[config.mk]
export PLATFORM = sky130hd
export DESIGN_NAME = fir_3rd_order
export DESIGN_NICKNAME = d
export VERILOG_FILES = /design/src/rtl/fir_3rd_order_pkg.sv /design/src/rtl/fir_delay_stage.sv /design/src/rtl/fir_3rd_order.sv
export SDC_FILE = /design/constraint.sdc
export NUM_CORES = 1
export LEC_CHECK = 0
export CAP_MARGIN = 20
export CORE_MARGIN = 2
export CORE_UTILIZATION = 40
export CTS_CLUSTER_SIZE = 24
export DETAILED_ROUTE_END_ITERATION = 16
export GPL_TIMING_DRIVEN = 0
export PLACE_DENSITY_LB_ADDON = 0.08
export SLEW_MARGIN = 30
export SYNTH_ARGS = -nofsm -noshare
export SYNTH_HDL_FRONTEND = slang
export SYNTH_SLANG_ARGS = --single-unit
[constraint.sdc]
create_clock -name Clk -period 7.4 [get_ports Clk]
set_input_delay 1.85 -clock Clk [delete_from_list [all_inputs] [get_ports Clk]]
set_output_delay 1.85 -clock Clk [all_outputs]
set_load 0.005 [all_outputs]
[src/rtl/fir_3rd_order_pkg.sv]
// Shared widths and default coefficients for the 4-tap direct-form FIR.
// Also holds the multiply-accumulate helper used by the top level.
//   SAMPLE_W : sample width (unsigned)
//   COEF_W   : coefficient width (unsigned)
//   PROD_W   : width of one coefficient*sample product
//   OUT_W    : width of the full-precision sum
//   TAPS     : number of taps (x[n] .. x[n-3])
package fir_3rd_order_pkg;

  localparam int SAMPLE_W = 4;
  localparam int COEF_W   = 4;
  localparam int PROD_W   = SAMPLE_W + COEF_W;
  localparam int OUT_W    = 10;
  localparam int TAPS     = 4;

  localparam logic [COEF_W-1:0] DEF_H0 = 4'd1;
  localparam logic [COEF_W-1:0] DEF_H1 = 4'd2;
  localparam logic [COEF_W-1:0] DEF_H2 = 4'd3;
  localparam logic [COEF_W-1:0] DEF_H3 = 4'd4;

  typedef logic [TAPS-1:0][SAMPLE_W-1:0] tap_vec_t;
  typedef logic [TAPS-1:0][COEF_W-1:0]   coef_vec_t;

  // Sum of c[k]*s[k]. Each 8-bit product is zero-extended to OUT_W before
  // accumulation, so 4*15*15 = 900 is reached without wrap.
  function automatic logic [OUT_W-1:0] fir_mac(input tap_vec_t s,
                                               input coef_vec_t c);
    logic [OUT_W-1:0]  acc;
    logic [PROD_W-1:0] prod;
    acc = '0;
    for (int k = 0; k < TAPS; k++) begin
      prod = PROD_W'(c[k]) * PROD_W'(s[k]);
      acc  = acc + OUT_W'(prod);
    end
    return acc;
  endfunction

endpackage

[src/rtl/fir_delay_stage.sv]
// One stage of the FIR delay line: a W-bit register with synchronous,
// active-high reset.
//   clk : rising-edge clock
//   rst : synchronous active-high reset, clears q
//   d   : next sample
//   q   : sample delayed by one clock
module fir_delay_stage
  import fir_3rd_order_pkg::*;
#(
  parameter int W = SAMPLE_W
) (
  input  logic         clk,
  input  logic         rst,
  input  logic [W-1:0] d,
  output logic [W-1:0] q
);

  always_ff @(posedge clk) begin
    if (rst) q <= '0;
    else     q <= d;
  end

endmodule

[src/rtl/fir_3rd_order.sv]
// 4-tap (3rd-order) direct-form FIR with registered output.
//   Y <= H0*X + H1*D1 + H2*D2 + H3*D3, one cycle latency, one sample/cycle.
// Ports:
//   X   : unsigned input sample, taken every rising Clk edge
//   Rst : synchronous active-high reset, clears delay line and Y
//   Clk : rising-edge clock
//   Y   : unsigned full-precision registered output
module fir_3rd_order
  import fir_3rd_order_pkg::*;
#(
  parameter logic [COEF_W-1:0] H0 = DEF_H0,
  parameter logic [COEF_W-1:0] H1 = DEF_H1,
  parameter logic [COEF_W-1:0] H2 = DEF_H2,
  parameter logic [COEF_W-1:0] H3 = DEF_H3
) (
  input  logic [SAMPLE_W-1:0] X,
  input  logic                Rst,
  input  logic                Clk,
  output logic [OUT_W-1:0]    Y
);

  // coef[k] multiplies tap[k]; tap[0] is the live input, tap[k] is x[n-k].
  localparam coef_vec_t COEFS = {H3, H2, H1, H0};

  tap_vec_t         tap;
  logic [OUT_W-1:0] sum;

  assign tap[0] = X;

  // D1..D3: each stage feeds the next, all updating on the same edge so
  // the MAC below sees pre-edge values.
  for (genvar k = 1; k < TAPS; k++) begin : g_dly
    fir_delay_stage #(.W(SAMPLE_W)) u_dly (
      .clk (Clk),
      .rst (Rst),
      .d   (tap[k-1]),
      .q   (tap[k])
    );
  end

  always_comb begin
    sum = fir_mac(tap, COEFS);
  end

  always_ff @(posedge Clk) begin
    if (Rst) Y <= '0;
    else     Y <= sum;
  end

endmodule

==> flow_metrics.tcl <==
set metrics [dict create \
    status "finished clean" \
    critPathKind "input pin to flop" \
    pwr-share-clk_pct 26.7 \
    combPwrFrac_pct 21.9 \
    syn-instance-count 93 \
    post_drt_wl_per_cell_um 9.21 \
    rows 18 \
    core_area_sq_um 2430 \
    final_hold_viol_count 0 \
    reg2reg_slack_ps 4260 \
    clock_latency_ps 300 \
    final_cells 141 \
    crit_buf_inv 5 \
    fp.dieW_um 54.1 \
    grt_pass1_wl_um 2150 \
    nets 138 \
    clk_path_buf_depth 2 \
    path_cells "clkdlybuf4s50_1, inv_1, fa_1, inv_1, fa_1, inv_1, fa_1, inv_1, ha_1, fa_1, a21oi_1, nor2_1, o21ba_2" \
    clkTransAtPathRegs_ps 110 \
    fin_tns_setup_ps 0 \
    max_clock_freq_ghz 0.207 \
    wirelength_um 1300 \
    worstHoldStart "g_dly[2].u_dly.q[3]" \
    internal-power_uw 175 \
    synthArstFlopShare_pct 0 \
    synth-edff-count 0 \
    synth_area_sq_um 1000 \
    r2r_end "Y[7]" \
    antennaDiodeCount 0 \
    cp_slowest_cell "fa_1" \
    yosysSeqAreaShare_pct 39.9 \
    grt_use_total_pct 10.9 \
    drc 0 \
    r2r-start "g_dly[2].u_dly.q[2]" \
    hold_depth 2 \
    place_ws_ps 2200 \
    peakVddDrop_mv 0.141 \
    area_delta_synth_final_pct 20.7 \
    gp_congestion 0.709 \
    p_switching_uw 56.4 \
    min_period_ps 4840 \
    worstPathMaxFanout 2 \
    ys_types 18 \
    place_inst 137 \
    vias 588 \
    clock_sinks 20 \
    die_h_um 54.1 \
    period_share_pct 65.3 \
    numPortBuffers 13 \
    overflow 0 \
    setup_viol 0 \
    root_buffer "clkbuf_4" \
    drt.antenna.violating_nets 0 \
    skew_ps 8.62 \
    crit_arrival_ps 5040 \
    grt_pass1_vias 503 \
    post_cts.repair.setup_buffers 0 \
    leakage_uw 0.000573 \
    layout_common_cells "20 x dfxtp_1, 20 x inv_1, 13 x clkdlybuf4s50_1, 11 x nor2b_1, 11 x fa_1" \
    final_util_pct 49.8 \
    maxCapViolations 0 \
    ios 16 \
    h-tree-depth 1 \
    dp_hpwl_um 1040 \
    grt_max_degree 12 \
    ys.flop_type "dfxtp_1" \
    synth.ff_latch_count 20 \
    cts_buffers 3 \
    syn_area_per_cell_sq_um 10.8 \
    netSwitchingFraction_pct 24.3 \
    drive_above_1_share_pct 9.01 \
    crit_required_ps 7610 \
    postLayoutSetupSlackWorst_ps 2560 \
    critPathCaptureType "flop" \
    dr.pass1.iters 4 \
    hold_path_class "flop to flop" \
    power-per-cell-area_nw_per_um2 191 \
    cpLargestDelayFamily "adder cells" \
    drt_iter0_drc 2 \
    initial_core_util_pct 41.3 \
    p_seq_share_pct 51.4 \
    cts_tree "done" \
    synth_warnings 0 \
    min_to "g_dly[3].u_dly.q[3]" \
    grt_setup_unrepaired "false" \
    maxSlewViolCount 0 \
    hold_buffers 0 \
    rr_worst_depth 12 \
    post_cts_resized 0 \
    routed_via_density 4.17 \
    totalPowerFinal_uw 232 \
    dieArea_sq_um 2930 \
    start_kind "input pin" \
    antenna_found_initial 0 \
    critical_path.max_stage_delay_ps 540 \
]
==> worst min-delay path: stages (launching register included) <==
cell     delay (ps)
dfxtp_1         330
inv_1            80
nor2_1           50
==> how the worst max path moves through the flow <==
stage / startpoint / endpoint / cells past startpoint
floorplan: X[3] / Y[7] / 12
global placement: X[3] / Y[7] / 13
detailed placement: X[3] / Y[7] / 13
CTS: X[3] / Y[7] / 13
global route: X[3] / Y[7] / 13
finish: X[3] / Y[7] / 13
==> stage by stage <==
stage | instance area [sq um] | hold WS, ps
after global placement | 1170 | 460
after CTS | 1210 | 494
after floorplan | 1010 | 440
after detailed placement | 1170 | 476
final | 1210 | 486
after global routing | 1210 | 516
==> registers in the layout (all words and copies together) (netlist names) <==
register       cells
Y                  8
g_dly.u_dly.q     12
==> cell type report <==
cell class	instances	area, sq um
well taps	30	37.5
flip-flops and latches	20	400
inverters	20	75.1
plain buffers	4	27.5
fillers	248	1220
repair buffers	13	130
clock buffers	4	36.3
multi-input cells	50	504
==> power groups by stage <==
stage	Sequential (uW)	Clock [uW]	Combinational, uW
floorplan	122	0	30.8
global placement	122	0	51.4
detailed placement	122	0	52.1
CTS	119	66.0	52.2
global route	120	70.3	59.5
finish	119	61.8	50.8
==> per-layer routing <==
metal	track usage [%]	part of all wire, %
met4	3.75	0.77
met5	0	0
met3	5.83	6.4
met2	16.5	45
met1	13.1	48
==> cells in the mapped netlist, drive strengths merged, types with 3 or more instances <==
cell type / count / area share, %
fa: 11 / 22
ha: 9 / 11
dfxtp: 20 / 40
nor2b: 11 / 6.9
inv: 20 / 7.5
buf: 3 / 2.0
nor2: 8 / 3.0
a21oi: 3 / 1.9
==> cells by family after synthesis <==
group | after synthesis | share of synthesized area, %
AOI/OAI and AO/OA | 5 | 3.74
xor gates and xnor gates | 1 | 0.873
adders and majority gates | 20 | 33.2
buffers and inverters | 24 | 10.2
DFF | 20 | 39.9
other | 1 | 0.374
and+or+nand+nor | 22 | 11.7
No activity file was read; power rests on OpenSTA's default activity.
==> RTL change (config.mk and constraints unchanged) <==
Reset style: asynchronous (`Rst` and `rst`), changed in 2 clocked blocks. Comments in the files are not updated.
--- a/src/rtl/fir_delay_stage.sv
+++ b/src/rtl/fir_delay_stage.sv
@@ -15,7 +15,7 @@
   output logic [W-1:0] q
 );
 
-  always_ff @(posedge clk) begin
+  always_ff @(posedge clk or posedge rst) begin
     if (rst) q <= '0;
     else     q <= d;
   end
--- a/src/rtl/fir_3rd_order.sv
+++ b/src/rtl/fir_3rd_order.sv
@@ -42,7 +42,7 @@
     sum = fir_mac(tap, COEFS);
   end
 
-  always_ff @(posedge Clk) begin
+  always_ff @(posedge Clk or posedge Rst) begin
     if (Rst) Y <= '0;
     else     Y <= sum;
   end
Behaviour: differs if Rst is asserted again (counterexample within 4 cycles, from zero or initial values and one cycle with Rst high); with Rst held inactive, the same outputs for 10 cycles.
==> RTL change against the unedited design <==
  * Global-route usage decreased by 0.21 points
  * Sequential power rose by 13%
  * Area after synthesis fell by 2.6%
  * Sequential cell count did not move
  * Setup slack improved by 0.13 ns
  * Routed wire length fell by 14%
  * Design area is 3.5% lower
  * Combinational power grew 95%
  * Total power rose by 23%
==> RTL change: results (changes against the unedited design) <==
leakagePower_nw: 0.603  # +5.3%
cts_buffers: 3  # unchanged
criticalPathCategory: "input pin to register"
reg2reg_from: "g_dly[2].u_dly.q[2]"
fin_skew_ns: 0.00161  # -0.00702 ns
p_total_mw: 0.284  # +23%
critPathMaxStageDelay_ns: 0.53
num_antenna_cells: 0  # unchanged
cp_max_fo: 2  # unchanged
critPathArrivalTime_ns: 4.89  # -0.15 ns
synth_cell_types: 11  # -7
vias: 490  # -17%
grt_max_degree: 21  # +9
period_minus_slack_ns: 4.70  # -0.131 ns
portBuffers: 13  # unchanged
dpl.hpwl_um: 933  # -11%
cts-root-buf: "clkbuf_4"
hp-class: "register to register"
netSwitchingFraction: 0.274  # +0.0311
r2r_slack_ns: 4.38  # +0.12 ns
post_cts_buffers: 0  # unchanged
layout-drive-gt1-share: 0.0690  # -0.0211
r2r_cells: 11  # -1
grt_pass1_wl_um: 2080  # -2.9%
ys.flop_type: "dfrtp_1"
min_to: "g_dly[3].u_dly.q[2]"
holdWs_ns: 0.387  # -0.0985 ns
antenna_found_initial: 0  # unchanged
hold_depth: 0  # -2
clk_pin_slew_worst_paths_ns: 0.10
drt-initial-drc-count: 3  # +1
clock_path_buffers: 2  # unchanged
dpl_cell_area_mm2: 0.00115  # -2.4%
cts_htree_levels: 1  # unchanged
powerSeq_mw: 0.135  # +13%
synth_common_cells: "21 x inv_1, 20 x dfrtp_1, 11 x fa_1, 9 x ha_1"
syn_area_per_cell_um2: 14.0  # +29%
wl_per_cell_um: 9.73  # +5.7%
place.gp.congestion: 0.676  # -4.6%
rr_endpoint: "Y[7]"
post_cts_resized: 0  # unchanged
hp-start: "g_dly[2].u_dly.q[2]"
viasPerCell: 4.26  # +2.2%
grt.total_usage: 0.106  # -0.00211
first_global_vias: 472  # -6.2%
status: "finished, final reports clean"
fin_nets: 115  # -17%
async_flop_share: 1.00  # +1.00
power_clock_mw: 0.0495  # -20%
detailedRoute.firstPassIterationCount: 2  # -2
dp_slack_ns: 2.33  # +0.133 ns
ys_seq_area_frac: 0.512  # +0.113
ir_worst_vdd_mv: 0.0997  # -29%
worstSetupStartpoint: "X[3]"
synth_area_leaders: "dfrtp_1 51%, fa_1 23%, ha_1 12%, inv_1 8.1%, xor2_1 1.8%"
dp_cells: 112  # -18%
[RTL change: kinds of logic after synthesis]
kind of cell / synth area share
buffers and inverters: 0.0960
adders and majority gates: 0.341
DFF: 0.512
AOI/OAI and AO/OA: 0.0295
xor gates and xnor gates: 0.0179
other: 0.00384
[RTL change: area by class of cell]
type	count	area (um2)
clock buffer	3	22.5
inverter	21	78.8
buffer	2	15.0
tap	28	35.0
timing repair buffer	13	130
sequential	20	500
fill	214	1090
multi-input combinational	28	387
[RTL change: worst max-delay path: cells and delay by family]
| family | cells | cell delay, ns |
|---|---|---|
| buffers and inverters | 5 | 0.67 |
| AO/OA/AOI/OAI | 2 | 0.23 |
| adder cells (fa/ha/maj) | 5 | 2.12 |
[RTL change: routing by layer]
| metal | wire, um | track usage |
|---|---|---|
| met2 | 492 | 0.138 |
| met3 | 67 | 0.0254 |
| met4 | 13 | 0.0641 |
| met1 | 545 | 0.158 |
| met5 | 0 | 0 |
